**src/rtl/reg_dump_uart.sv**
```systemverilog
// reg_dump_uart: on a trigger pulse, snapshots the packed GPR debug bus and
// streams a header byte followed by every register byte (LSB-first) on an
// 8N1 UART line with no idle gap between bytes.
module reg_dump_uart #(
    parameter int         CLKS_PER_BIT = 434,
    parameter int         NUM_REGS     = 32,
    parameter logic [7:0] HEADER       = 8'h5A
) (
    input  logic                     clk,
    input  logic                     reset,
    input  logic                     trigger,
    input  logic [32*NUM_REGS-1:0]   reg_debug,
    output logic                     uart_tx,
    output logic                     busy,
    output logic                     done
);

    localparam int         SNAP_W   = 32 * NUM_REGS;
    localparam logic [15:0] TMR_LAST = 16'(CLKS_PER_BIT - 1);
    localparam logic [7:0]  IDX_LAST = 8'(4 * NUM_REGS);

    typedef enum logic [2:0] {
        S_IDLE,
        S_START,
        S_DATA,
        S_STOP,
        S_FINISH
    } state_t;

    state_t              state_q, state_d;
    logic [15:0]         tmr_q, tmr_d;
    logic [2:0]          bit_cnt_q, bit_cnt_d;
    logic [7:0]          idx_q, idx_d;
    logic                tx_q, tx_d;
    logic [7:0]          shreg_q, shreg_d;
    logic [SNAP_W-1:0]   snap_q, snap_d;
    logic                bit_end;

    assign bit_end = (tmr_q == TMR_LAST);

    // Next-state, bit timing and next line level. The line value is chosen
    // together with the state transition so uart_tx comes straight from a flop.
    always_comb begin
        state_d   = state_q;
        tmr_d     = tmr_q;
        bit_cnt_d = bit_cnt_q;
        idx_d     = idx_q;
        tx_d      = tx_q;
        shreg_d   = shreg_q;
        snap_d    = snap_q;
        case (state_q)
            S_IDLE: begin
                tmr_d = 16'd0;
                tx_d  = 1'b1;
                if (trigger) begin
                    state_d   = S_START;
                    snap_d    = reg_debug;
                    shreg_d   = HEADER;
                    bit_cnt_d = 3'd0;
                    idx_d     = 8'd0;
                    tx_d      = 1'b0;
                end
            end
            S_START: begin
                tmr_d = tmr_q + 16'd1;
                if (bit_end) begin
                    tmr_d   = 16'd0;
                    state_d = S_DATA;
                    tx_d    = shreg_q[0];
                end
            end
            S_DATA: begin
                tmr_d = tmr_q + 16'd1;
                if (bit_end) begin
                    tmr_d = 16'd0;
                    if (bit_cnt_q == 3'd7) begin
                        state_d = S_STOP;
                        tx_d    = 1'b1;
                    end else begin
                        bit_cnt_d = bit_cnt_q + 3'd1;
                        shreg_d   = shreg_q >> 1;
                        tx_d      = shreg_q[1];
                    end
                end
            end
            S_STOP: begin
                tmr_d = tmr_q + 16'd1;
                if (bit_end) begin
                    tmr_d = 16'd0;
                    if (idx_q == IDX_LAST) begin
                        state_d = S_FINISH;
                        tx_d    = 1'b1;
                    end else begin
                        // Snapshot is consumed low byte first, so reg0 byte0 leads.
                        state_d   = S_START;
                        shreg_d   = snap_q[7:0];
                        snap_d    = snap_q >> 8;
                        idx_d     = idx_q + 8'd1;
                        bit_cnt_d = 3'd0;
                        tx_d      = 1'b0;
                    end
                end
            end
            S_FINISH: begin
                tmr_d   = 16'd0;
                tx_d    = 1'b1;
                state_d = S_IDLE;
            end
            default: begin
                state_d = S_IDLE;
                tx_d    = 1'b1;
            end
        endcase
    end

    // Control state with synchronous reset; reset aborts any frame in progress.
    always_ff @(posedge clk) begin
        if (reset) begin
            state_q   <= S_IDLE;
            tmr_q     <= 16'd0;
            bit_cnt_q <= 3'd0;
            idx_q     <= 8'd0;
            tx_q      <= 1'b1;
        end else begin
            state_q   <= state_d;
            tmr_q     <= tmr_d;
            bit_cnt_q <= bit_cnt_d;
            idx_q     <= idx_d;
            tx_q      <= tx_d;
        end
    end

    // Datapath registers: byte shifter and register snapshot (no reset needed).
    always_ff @(posedge clk) begin
        shreg_q <= shreg_d;
        snap_q  <= snap_d;
    end

    assign uart_tx = tx_q;
    assign busy    = (state_q == S_START) || (state_q == S_DATA) || (state_q == S_STOP);
    assign done    = (state_q == S_FINISH);

endmodule

```
**config.mk**
```make
export PLATFORM = sky130hd
export DESIGN_NAME = reg_dump_uart
export DESIGN_NICKNAME = d
export VERILOG_FILES = /design/src/rtl/reg_dump_uart.sv
export SDC_FILE = /design/constraint.sdc
export NUM_CORES = 2
export LEC_CHECK = 0
export ABC_AREA = 1
export BUFFER_PORTS_ARGS = -buffer_cell sky130_fd_sc_hd__buf_2
export CAP_MARGIN = 20
export CORE_AREA = 2 2 396 398
export CTS_CLUSTER_DIAMETER = 80
export CTS_CLUSTER_SIZE = 30
export DETAILED_ROUTE_END_ITERATION = 8
export DIE_AREA = 0 0 398 400
export GPL_TIMING_DRIVEN = 0
export SLEW_MARGIN = 0
export SYNTH_ARGS = -nofsm -noshare
export SYNTH_HDL_FRONTEND = slang
export SYNTH_SLANG_ARGS = --single-unit
```
**constraint.sdc**
```tcl
create_clock -name clk -period 25.2 [get_ports clk]
set_clock_uncertainty 0.15 [all_clocks]
set_input_delay 1.26 -clock clk [delete_from_list [all_inputs] [get_ports clk]]
set_output_delay 1.26 -clock clk [all_outputs]
set_load 0.01 [all_outputs]
```
-- Word-level counts from Yosys, hierarchy flattened
Cells that the tools add are included.
- input port bits: 1027
- output and inout port bits: 3
- word-level logic and storage cells: 72
- bits in registers: 1063
- add/sub/neg operators: 3
- reductions and logical operators: 12
- eq/ne operators: 14
- mux-type cells: 36
- operators by type and width (kind ; count):
    two-way mux 1024 bit ; 3
    one-hot mux 1024 bit (2 select lines) ; 1
    two-way mux 8 bit ; 8
    two-way mux 3 bit ; 11
    one-hot mux 16 bit (2 select lines) ; 1
    one-hot mux 8 bit (3 select lines) ; 1
    adder 16 x 1 -> 16 bit (second input constant) ; 1
    == test 16 x 9 -> 1 bit (second input constant) ; 1
    two-way mux 16 bit ; 1
    one-hot mux 8 bit (2 select lines) ; 1
    inequality test 2 bit (second input constant) ; 7
    one-hot mux 3 bit (4 select lines) ; 1
    one-hot mux 3 bit (3 select lines) ; 1
    adder 8 x 1 -> 8 bit (second input constant) ; 1
    == test 8 bit (second input constant) ; 1
    == test 3 x 2 -> 1 bit (second input constant) ; 2
    == test 3 bit (second input constant) ; 2
    two-way mux 1 bit ; 6
    AND reduction 6 bit ; 1
    AND reduction 5 bit ; 1
    one-hot mux 1 bit (4 select lines) ; 1
    AND reduction 4 bit ; 1
    nonzero test 2 bit ; 2
    adder 3 x 1 -> 3 bit (second input constant) ; 1
    other kinds (7) ; 8

-- Logic depth before layout (Yosys ltp)
- depth in word-level cells: 4
- mapped depth: 12
- gate-level depth less buffers: 11

-- Worst setup path before layout
OpenSTA, ideal clock, no wires.
- path kind: input to register
- start: in trigger
- end: reg snap_q[0], enable pin
- setup slack: 2.335 ns
- path buffers: 2
- stages on the path: 5
- arrival: 21.352 ns
- library setup time: 1.363 ns
- required time: 23.687 ns
- path through: or2_1 > buf_6 > nand3_2 > buf_6 > inv_1
- longest elaborated chain between the ends: 2
- ends and longest elaborated chain (what ; RTL line ; text):
    start: declaration ; 11 ; input logic trigger,
    inequality test 2 bit (no line) ; n/a ;
    AND reduction 4 bit (no line) ; n/a ;
    end signal: assignment ; 136 ; snap_q <= snap_d;
    end: declaration ; 36 ; logic [SNAP_W-1:0] snap_q, snap_d;
Every way passes these cells.
A chain may end at the register's enable or synchronous reset.

-- Final worst setup path
- start: reg tmr_q[0]
- end: reg snap_q[899], enable pin
- longest elaborated chain between the ends: 3
- ends and longest elaborated chain (what ; RTL line ; text):
    start: declaration ; 31 ; logic [15:0] tmr_q, tmr_d;
    start signal: assignment ; 126 ; tmr_q <= tmr_d;
    == test 16 x 9 -> 1 bit ; 39 ; assign bit_end = (tmr_q == TMR_LAST);
    inequality test 2 bit (no line) ; n/a ;
    AND reduction 4 bit (no line) ; n/a ;
Every way passes these cells.

==> results by group <==
STA
  • RSZ-0062 raised after global routing: no
  • Final hold vios: 0
  • Final Max Tran Viols: 0
  • Fin Setup TNS: 0 ns
  • Final setup violation count: 0
  • Fmax achieved: 218.6 MHz
  • Period utilization: 18.15%
  • Worst-margin pin slew: 0.8481 ns
  • Max-Slew Margin vs Limit: 43.46%
  • Tmin final: 4.575 ns

Synthesis
  • Seq/Total Area, Yosys: 69.08%
  • Syn_area_per_cell: 9.854 um^2
  • Synth Cell Area: 0.04576 mm^2
  • Post-synth net total: 5,677
  • Flops & latches, synth: 1,063
  • EDFF count, synth: 1,032
  • Async S/R FF share, synth: 0%
  • Netlist cell types: 35
  • Syn. warnings: 0
  • Syn Inst Count: 4,644
  • Main flop type after synthesis: edfxtp_1

GRT
  • GR Overflow Total: 0
  • Antenna violations before repair: 83
  • GRT Util Overall: 18.65%
  • Number of global-route vias before repair: 33,810
  • Largest net degree at the start of global routing: 136
  • First-pass GRT wire length: 216.5 mm

CTS
  • Worst-path clk slew: 0.11 ns
  • Root Buffer: clkbuf_16
  • CTS tree: built
  • CTS Buffer Depth: 3
  • TritonCTS buffer count: 68
  • Post_cts resized: 0
  • CTS sink cnt: 1,063
  • H-tree depth reported by CTS: 3
  • CTS Hold Bufs: 0
  • Worst-Skew Late Latency: 0.70 ns
  • Post-CTS setup buffer count: 0

Placed design
  • Placed cell areas: 0.05372 mm^2
  • GP Congestion: 0.9937
  • Number of port buffers: 1,028
  • Placed cells: 7,739
  • Detailed Place HPWL: 121.1 mm

Drt
  • Vias per inst: 4.484
  • Wire length per cell: 19.81 um
  • Initial DRT Pass Iterations: 5
  • DRC Markers: 0
  • Post-Route WL: 156.7 mm
  • Vias post-DR: 35,460
  • Post-route ant nets: 0
  • Initial drt markers: 3,320

Setup path
  • Critical Path Start Type: flip-flop
  • Kind of critical path: flip-flop to flip-flop
  • Critical-path maximum fanout: 131
  • CP required: 25.33 ns
  • Arr. time, crit path: 4.70 ns
  • Critical path endpoint category: flip-flop

Power and ir drop
  • Pwr Density: 106.5 mW/mm^2
  • Leakage power: 0.02566 uW
  • Peak supply drop: 107.2 uV
  • Total power: 6012 uW

Layout
  • Final net count: 6,784
  • Area growth syn-to-layout: 23.35%
  • Layout Cells excl Fill: 7,909
  • Most frequent cells in the layout: 3,135 x nand2_1, 1,129 x buf_2, 1,032 x edfxtp_1, 73 x buf_4, 68 x clkbuf_16
  • Fraction of layout cells with a size suffix above 1: 23.31%
  • Commonest non-fill, non-tap cell in the layout: nand2_1
  • Design area: 0.05645 mm^2

Die
  • Num rows: 145
  • Die area: 0.1592 mm^2
  • Core area: 0.1551 mm^2
  • Die H: 400 um
  • IO Count: 1,030
  • Initial core utilization: 29.50%
  • Die width: 398 um

Status
  • Status: finished, final reports clean

Hold path
  • Worst hold path class: flip-flop to flip-flop

Run
  • Max Cap Viol: 0
cell families after synthesis:
family,count (synthesis),share of synthesized area (%)
adders and majority gates,6,0.1640
xor gates and xnor gates,4,0.07657
AOI/OAI and AO/OA,38,0.4621
buffers and inverters,288,3.369
DFF,1063,69.08
and+or+nand+nor,3245,26.85
final cells by class:
class                           count  area [um^2]
Inverter                           55        214.0
Clock buffer                       71         1713
Buffer                            233         1335
Multi-Input combinational cell   3293        12610
Clock inverter                     53        893.4
Sequential cell                  1063        31610
Antenna cell                       46        115.1
Tap cell                         2058         2575
Timing Repair Buffer             1037         5380
Fill cell                       15750        98670
synth_stat cells, types with 2 or more instances:
library cell / count / area share [%]
dfxtp_1: 31 / 1.4
nor2_1: 58 / 0.48
a22o_1: 2 / 0.038
nor3_1: 7 / 0.077
ha_1: 6 / 0.16
nand4_1: 7 / 0.096
nand3_2: 2 / 0.044
buf_4: 73 / 1.2
xnor2_1: 2 / 0.038
inv_2: 5 / 0.041
buf_2: 101 / 1.1
o22ai_1: 4 / 0.055
a21oi_1: 21 / 0.23
nand2_1: 3135 / 26
xor2_1: 2 / 0.038
nand3_1: 26 / 0.28
buf_6: 8 / 0.20
inv_1: 49 / 0.40
o21ai_0: 7 / 0.077
nor2_4: 2 / 0.049
edfxtp_1: 1032 / 68
clkbuf_1: 50 / 0.41
nor2_2: 2 / 0.027
critical path: stages, from the launching register on:
cell	delay, ns
dfxtp_1	0.42
ha_1	0.19
nand3_1	0.08
nor2_1	0.10
nand2_1	0.19
nand2_1	0.27
nand3_2	0.15
buf_6	0.19
inv_8	0.47
buf_16	0.49
buf_16	0.50
buf_16	0.48
routing by layer:
layer	part of all wire [%]	GRT usage [%]	vias to the layer above
li1	-	-	17180
met5	0.17	0	-
met4	3.2	6.284	42
met1	42	24.34	16690
met2	47	30.86	1308
met3	7.1	3.779	249
power by group:
group / switching (uW) / internal [uW]
Clock: 748 / 569
Sequential: 281 / 3190
Combinational: 944 / 281
state kept, by name, indices dropped and copies added, names as in the netlist:
name	flops
state_q	3
tmr_q	16
uart_tx	1
idx_q	8
snap_q	1024
bit_cnt_q	3
shreg_q	8
through the flow:
| step | util (%) | setup slack [ns] | hold WS, ns |
|---|---|---|---|
| after global routing | 36.37 | 20.34 | 0.3615 |
| after floorplan | - | 2.335 | 0.3021 |
| after detailed placement | 34.63 | 20.39 | 0.3189 |
| final | 36.39 | 20.63 | 0.3362 |
| after global placement | 34.48 | -7.025 | 0.3082 |
| after CTS | 36.31 | 20.66 | 0.3406 |
path summary, 6_finish.rpt:
path,from,endpoint,slack (ns),depth (start not counted)
setup / recovery,tmr_q[0]$_SDFFE_PP0P_,snap_q[899]$_DFFE_PP_,20.63,11
setup reg to reg,tmr_q[0]$_SDFFE_PP0P_,snap_q[899]$_DFFE_PP_,20.63,11
hold reg to reg,idx_q[4]$_SDFFE_PP0P_,idx_q[4]$_SDFFE_PP0P_,0.34,2
hold / removal,idx_q[4]$_SDFFE_PP0P_,idx_q[4]$_SDFFE_PP0P_,0.34,2
Power figures use the tool's default switching activity.
